<file path="src/rtl/pc_sequencer_if.sv">
// Decoder-side bundle for the PC sequencer: controls in, PC/status out.
// Carries call/ret when PC_SEQ_CALL_EN is defined.
interface pc_sequencer_if #(
    parameter int D     = 10,
    parameter int CNT_W = 16
);
    logic             start;
    logic             halt;
    logic             stall;
    logic             branch_en;
    logic             branch_abs;
    logic [3:0]       lut_idx;
    logic [3:0]       lut_addr;
    logic [D-1:0]     target;
    logic [D-1:0]     pc;
    logic             busy;
    logic             done;
    logic [CNT_W-1:0] cycle_cnt;
`ifdef PC_SEQ_CALL_EN
    logic             call;
    logic             ret;

    modport master (
        output start, halt, stall, branch_en, branch_abs,
        output lut_idx, target, call, ret,
        input  lut_addr, pc, busy, done, cycle_cnt
    );

    modport slave (
        input  start, halt, stall, branch_en, branch_abs,
        input  lut_idx, target, call, ret,
        output lut_addr, pc, busy, done, cycle_cnt
    );
`else
    modport master (
        output start, halt, stall, branch_en, branch_abs,
        output lut_idx, target,
        input  lut_addr, pc, busy, done, cycle_cnt
    );

    modport slave (
        input  start, halt, stall, branch_en, branch_abs,
        input  lut_idx, target,
        output lut_addr, pc, busy, done, cycle_cnt
    );
`endif
endinterface

</file>
<file path="src/rtl/pc_sequencer.sv">
// PC sequencer: owns pc, IDLE/RUN/HALT state and the run-cycle counter.
// Optional single-level call/return via macro PC_SEQ_CALL_EN.
module pc_sequencer #(
    parameter int          D        = 10,
    parameter int unsigned START_PC = 0,
    parameter int          CNT_W    = 16
) (
    input  logic           clk,
    input  logic           reset,
    pc_sequencer_if.slave  bus
);

    typedef enum logic [1:0] {
        S_IDLE = 2'd0,
        S_RUN  = 2'd1,
        S_HALT = 2'd2
    } state_e;

    localparam logic [D-1:0] PC_RST = D'(START_PC);

    state_e           state_q;
    logic [D-1:0]     pc_q;
    logic [D-1:0]     pc_d;
    logic [CNT_W-1:0] cnt_q;
    logic [CNT_W-1:0] cnt_d;
    logic             busy_q;
    logic             done_q;
    logic [D-1:0]     pc_inc;
    logic [D-1:0]     pc_rel;
`ifdef PC_SEQ_CALL_EN
    logic [D-1:0]     ra_q;
    logic [D-1:0]     ra_d;
`endif

    assign pc_inc = pc_q + D'(1);
    assign pc_rel = pc_q + bus.target;

    // Counter saturates rather than wrapping.
    assign cnt_d = (&cnt_q) ? cnt_q : cnt_q + CNT_W'(1);

    always_comb begin
        pc_d = pc_q;
`ifdef PC_SEQ_CALL_EN
        ra_d = ra_q;
`endif
        if (bus.halt || bus.stall) begin
            pc_d = pc_q;
`ifdef PC_SEQ_CALL_EN
        end else if (bus.ret) begin
            pc_d = ra_q;
        end else if (bus.call) begin
            ra_d = pc_inc;
            pc_d = bus.target;
`endif
        end else if (bus.branch_en) begin
            pc_d = bus.branch_abs ? bus.target : pc_rel;
        end else begin
            pc_d = pc_inc;
        end
    end

    always_ff @(posedge clk) begin
        if (reset) begin
            state_q <= S_IDLE;
            pc_q    <= PC_RST;
            cnt_q   <= '0;
            busy_q  <= 1'b0;
            done_q  <= 1'b0;
`ifdef PC_SEQ_CALL_EN
            ra_q    <= '0;
`endif
        end else begin
            case (state_q)
                S_IDLE, S_HALT: begin
                    if (bus.start) begin
                        state_q <= S_RUN;
                        pc_q    <= PC_RST;
                        cnt_q   <= '0;
                        busy_q  <= 1'b1;
                        done_q  <= 1'b0;
                    end
                end
                S_RUN: begin
                    cnt_q <= cnt_d;
                    pc_q  <= pc_d;
`ifdef PC_SEQ_CALL_EN
                    ra_q  <= ra_d;
`endif
                    if (bus.halt) begin
                        state_q <= S_HALT;
                        busy_q  <= 1'b0;
                        done_q  <= 1'b1;
                    end
                end
                default: begin
                    state_q <= S_IDLE;
                    busy_q  <= 1'b0;
                    done_q  <= 1'b0;
                end
            endcase
        end
    end

    assign bus.lut_addr  = bus.lut_idx;
    assign bus.pc        = pc_q;
    assign bus.busy      = busy_q;
    assign bus.done      = done_q;
    assign bus.cycle_cnt = cnt_q;

endmodule

</file>
<file path="src/flat_wrapper.sv">
// flat-port wrapper written by rule: the top's interface ports become plain ports
module pc_sequencer_flat 
#(
    parameter int          D        = 10,
    parameter int unsigned START_PC = 0,
    parameter int          CNT_W    = 16
)
  (clk, reset, bus_start, bus_halt, bus_stall, bus_branch_en, bus_branch_abs, bus_lut_idx, bus_target, bus_lut_addr, bus_pc, bus_busy, bus_done, bus_cycle_cnt);
  pc_sequencer_if #(.D(D), .CNT_W(CNT_W)) bus_i ();
  input  logic clk;
  input  logic reset;
  input wire logic [$bits(bus_i.start)-1:0] bus_start;
  input wire logic [$bits(bus_i.halt)-1:0] bus_halt;
  input wire logic [$bits(bus_i.stall)-1:0] bus_stall;
  input wire logic [$bits(bus_i.branch_en)-1:0] bus_branch_en;
  input wire logic [$bits(bus_i.branch_abs)-1:0] bus_branch_abs;
  input wire logic [$bits(bus_i.lut_idx)-1:0] bus_lut_idx;
  input wire logic [$bits(bus_i.target)-1:0] bus_target;
  output wire logic [$bits(bus_i.lut_addr)-1:0] bus_lut_addr;
  output wire logic [$bits(bus_i.pc)-1:0] bus_pc;
  output wire logic [$bits(bus_i.busy)-1:0] bus_busy;
  output wire logic [$bits(bus_i.done)-1:0] bus_done;
  output wire logic [$bits(bus_i.cycle_cnt)-1:0] bus_cycle_cnt;
  assign bus_i.start = bus_start;
  assign bus_i.halt = bus_halt;
  assign bus_i.stall = bus_stall;
  assign bus_i.branch_en = bus_branch_en;
  assign bus_i.branch_abs = bus_branch_abs;
  assign bus_i.lut_idx = bus_lut_idx;
  assign bus_i.target = bus_target;
  assign bus_lut_addr = bus_i.lut_addr;
  assign bus_pc = bus_i.pc;
  assign bus_busy = bus_i.busy;
  assign bus_done = bus_i.done;
  assign bus_cycle_cnt = bus_i.cycle_cnt;
  pc_sequencer #(.D(D), .START_PC(START_PC), .CNT_W(CNT_W)) u_core (.clk(clk), .reset(reset), .bus(bus_i));
endmodule
</file>
<file path="config.mk">
export PLATFORM = sky130hd
export DESIGN_NAME = pc_sequencer_flat
export DESIGN_NICKNAME = d
export VERILOG_FILES = /design/src/rtl/pc_sequencer_if.sv /design/src/rtl/pc_sequencer.sv /design/src/flat_wrapper.sv
export SDC_FILE = /design/constraint.sdc
export NUM_CORES = 1
export LEC_CHECK = 0
export CORE_MARGIN = 3
export CORE_UTILIZATION = 44
export DETAILED_ROUTE_END_ITERATION = 8
export HOLD_SLACK_MARGIN = 0.02
export PLACE_DENSITY = 0.76
export SLEW_MARGIN = 20
export SYNTH_ARGS = -nofsm -noshare
export SYNTH_HDL_FRONTEND = slang
export SYNTH_SLANG_ARGS = --single-unit
</file>
<file path="constraint.sdc">
create_clock -name clk -period 2.15 [get_ports clk]
set_input_delay 0.5375 -clock clk [delete_from_list [all_inputs] [get_ports clk]]
set_output_delay 0.5375 -clock clk [all_outputs]
set_load 0.05 [all_outputs]
</file>
* After elaboration in Yosys (flattened, before gate mapping) *
Cells that the tools add are included.

storage, ports and cells
  register bits = 30
  word-level logic and storage cells = 39

operators by class
  $add $sub $neg = 3
  eq/ne operators = 6
  mux-type cells = 17
  reduce and logical (&&, ||, !) cells = 8

operators by type and width
  cell                     count
  $mux W10                 4
  $mux W16                 2
  $pmux W16 S2             1
  $pmux W10 S2             1
  $add A16 B1 Y16 const B  1
  $reduce_and A16 Y1       1
  $add A10 B1 Y10 const B  1
  $add A10 B10 Y10         1
  $ne A2 B2 Y1 const B     4
  $reduce_and A3 Y1        2
  $mux W1                  4
  $mux W2                  2
  $pmux W1 S2              2
  $pmux W2 S2              1
  $eq A2 B1 Y1 const B     1
  $eq A2 B2 Y1 const B     1
  $logic_not A2 Y1         1
  $reduce_and A2 Y1        1
  $reduce_bool A2 Y1       1
  $reduce_or A2 Y1         1
  $logic_or A1 B1 Y1       1

* Logic depth before layout (Yosys ltp) *
  depth in word-level cells = 5
  mapped depth = 9
  depth with buffers taken out = 9

* Worst setup path after synthesis *
No wires, ideal clock.

  path kind = register -> register
  start = register u_core.pc_q[2], in the netlist u_core.bus.pc[2]
  end = register u_core.pc_q[8], in the netlist u_core.bus.pc[8]
  setup time = 0.123 ns
  arrival time = 2.302 ns
  data required time = 2.027 ns
  slack = -0.275 ns
  cell stages (with the launch flop) = 8
  buffers on the path = 0
  period minus slack after synthesis = 2.425 ns
  cell sequence = dfxtp_1 ha_1 nor2b_1 o31a_1 o41ai_2 mux2_2 o31ai_1 a21boi_1

between the ends
  cells in the longest elaborated chain, start to end = 5
  elaborated cells on any way between the ends = 6
  classes of those cells = add/sub: 2; mux: 4

ends and longest elaborated chain
  what                    RTL line            text
  from (decl)             pc_sequencer.sv:22  logic [D-1:0] pc_q;
  from (signal assigned)  pc_sequencer.sv:85  pc_q <= pc_d;
  $add A10 B10 Y10        pc_sequencer.sv:36  assign pc_rel = pc_q + bus.target;
  $mux W10                pc_sequencer.sv:56  pc_d = bus.branch_abs ? bus.target : pc_rel;
  $mux W10 (*)            pc_sequencer.sv:55  end else if (bus.branch_en) begin
  $mux W10 (*)            pc_sequencer.sv:46  if (bus.halt || bus.stall) begin
  $pmux W10 S2 (*)        pc_sequencer.sv:73  case (state_q)

Every way passes the cells marked *; elsewhere a longest branch is shown, timed or not. The select of a mux whose other input is x is not followed.
A chain may end at the register's enable or synchronous reset.

* Worst setup path after layout *
  start = register u_core.pc_q[6], in the netlist u_core.bus.pc[6]
  end = output port bus_pc[6]

RTL lines
  what       RTL line            text
  to (decl)  flat_wrapper.sv:20  output wire logic [$bits(bus_i.pc)-1:0] bus_pc;

No word-level cell between the ends.

==> impl_metrics.toml <==
[run_status]
status = "finished clean"

[sta]
tns_ns = 0
finalCriticalPeriod_ns = 2.107
fin_crit_sh_pct = 98.00
finalSetupViolations = 0
setup_slack_ns = 0.04309
drv_slew = 0
grt_setup_unrepaired = "no"
fmax_ghz = 0.4746
maxSlewHeadroom_pct = 65.89
tightestPinTransition_ns = 0.5100
fin_skew_ns = 0.005468
hold_viol = 0

[yosys]
synthesis.nets = 294
synth_most_common_cell = "nor2_1"
ys_seq_elements = 29
synthCells = 261
syn_avg_cell_area_sq_um = 7.828
synth_ff_type = "dfxtp_1"
ys_warn_count = 0
syn-cell-area_sq_mm = 0.002043
synth_commonest_cells = "nor2_1, dfxtp_1, nand2_1, a21oi_1"
ys_seq_area_share_pct = 28.41
synth_edf_count = 0
yosysUniqueCellTypes = 56
synth_async_sr_flop_share_pct = 0
synthTopCellsByArea = "dfxtp_1, nor2_1, ha_1"
yosysTopAreaCell = "dfxtp_1"
synth_top_cell_area_share_pct = 28.41

[clock_network]
cts_root_buf = "clkbuf_8"
cts_tree = "yes"
cts_buffer_depth = 2
cts_sinks = 29
numCtsBuffers = 5
htreeDepth = 2
clk_pin_slew_ns = 0.06
holdBufCountCts = 0
worst_skew_pair.late_latency_ns = 0.28

[cells_and_area]
drive_gt1_share_pct = 27.60
area_delta_synth_final_pct = 49.48
diodes = 0
nets = 370
final_area_sq_mm = 0.003054

[power_and_ir_drop]
clkPwrFrac_pct = 34.9
power.leakage_nw = 1.220
swShare_pct = 27.82
power_frac_seq_pct = 43.3
p_int_mw = 0.9300
pwr-share-comb_pct = 21.9
p_total_mw = 1.288
ir_drop_v = 0.0003661
powerDensity_mw_per_mm2 = 421.9
p_sw_mw = 0.3585

[routing]
via_per_inst = 5.607
dr.first_iter.drc_count = 90
wl_per_cell_um = 15.10
drcViolationCount = 0
vias = 2181
first_pass_iters = 4
ant_nets = 0
routed_wl_mm = 5.875

[critical_path]
crit_path_start_kind = "flop"
crit_type = "flop to output port"
worstPathCellList = "clkdlybuf4s50_1"
crit_buf_inv = 1
crit_family = "buffers and inverters"
crit_path_top_delay_cell = "clkdlybuf4s50_1"
crit_fanout = 8
critPathArrivalTime_ns = 1.57
critPathMaxStageDelay_ns = 0.85
cp_data_required_time_ns = 1.61
cp-end-kind = "output port"

[global_route]
grt_pass1_wl_mm = 9.246
grt_overflow_total = 0
grt_pass1_vias = 2089
grt_usage_pct = 21.46
grt_max_degree = 17
antenna_found_initial = 0

[floorplanning]
dieArea_sq_mm = 0.005497
chipWidth_um = 74.15
start_util_pct = 46.29
num_rows = 24
io_pins = 53
die_h_um = 74.15
coreArea_sq_mm = 0.004414

[hold_path]
hp-class = "flop to flop"

[flow_run]
maxCapViolCount = 0

[placed_design]
hpwl_mm = 4.081
gpl.final_weighted_congestion = 0.9080
portBuffers = 44
pre_cts_ws_ns = -0.6066
placed_cell_area_sq_mm = 0.002739
-- final timing paths --
check / start / end / slack (ns) / cells after the start
max: u_core.bus.pc[6] / bus_pc[6] / 0.04 / 1
min: u_core.bus.busy / u_core.bus.busy / 0.50 / 2
max reg2reg: u_core.bus.pc[0] / u_core.bus.pc[8] / 0.10 / 9
min reg2reg: u_core.bus.busy / u_core.bus.busy / 0.50 / 2
-- area by class of cell --
| class | count | area (sq um) |
|---|---|---|
| inverters | 7 | 26.28 |
| clock buffers | 7 | 86.33 |
| repair buffers | 83 | 720.7 |
| well taps | 52 | 65.06 |
| fillers | 370 | 1360 |
| flip-flops and latches | 29 | 586.8 |
| multi-input cells | 211 | 1569 |
-- kinds of logic after synthesis --
kind of cell,after synthesis,share of synthesized area [%]
AND/OR/NAND/NOR,114,28.41
AO/OA/AOI/OAI,60,19.35
flip-flops,29,28.41
XOR/XNOR,21,9.002
buffers and inverters,21,5.022
adder cells (fa/ha/maj),12,7.716
multiplexers,4,2.082
-- per-stage QoR --
step,utilization (%),hold slack (ns),cells
after detailed placement,62.05,0.4856,379
after global routing,69.19,0.5208,389
after global placement,62.05,0.4767,379
after floorplan,-,0.5732,261
after CTS,65.56,0.5023,388
final,69.19,0.4988,389
-- registers in the layout, indices dropped and copies added, names as in the netlist --
signal                cells
u_core.bus.cycle_cnt     16
u_core.bus.pc            10
u_core.bus.busy           1
u_core.bus.done           1
u_core.state_q            1
-- cells in the final DEF (no fill, tap or decap), drive strengths merged, types with 3 or more instances in the layout --
cell and count:
xnor2 14, dlymetal6s2s 5, clkdlybuf4s50 28, a31oi 3, nand2 21, o21ai 15, inv 7, dlygate4sd2 3
a22oi 3, a21oi 19, buf 46, xor2 7, and3 5, nand3 13, nor4 3, nand2b 4
nand4 6, dfxtp 29, nor2b 3, ha 11, or3 3, clkbuf 8, nor3 9, nor2 40
-- metal layers --
metal	global-route usage, %	wire length (um)	vias up
met4	6.640	65	0
met1	26.93	2620	1032
met2	36.61	2879	57
met3	4.730	311	9
met5	0	0	-
li1	-	-	1083
-- repair_timing --
item | in CTS | in global routing
gates resized for setup | 24 | 30
buffers inserted | 2 | 1
endpoints found under the setup margin | 6 | 3
pin swaps | 8 | 10
gates cloned | 0 | 0
-- power by group through the flow --
| stage | clock network [mW] | logic (mW) | registers, mW |
|---|---|---|---|
| CTS | 0.458 | 0.260 | 0.557 |
| finish | 0.449 | 0.282 | 0.558 |
| detailed placement | 0 | 0.252 | 0.568 |
| floorplan | 0 | 0.136 | 0.592 |
| global route | 0.483 | 0.303 | 0.559 |
| global placement | 0 | 0.249 | 0.568 |
Note: power is estimated with default switching activity, not from simulation.
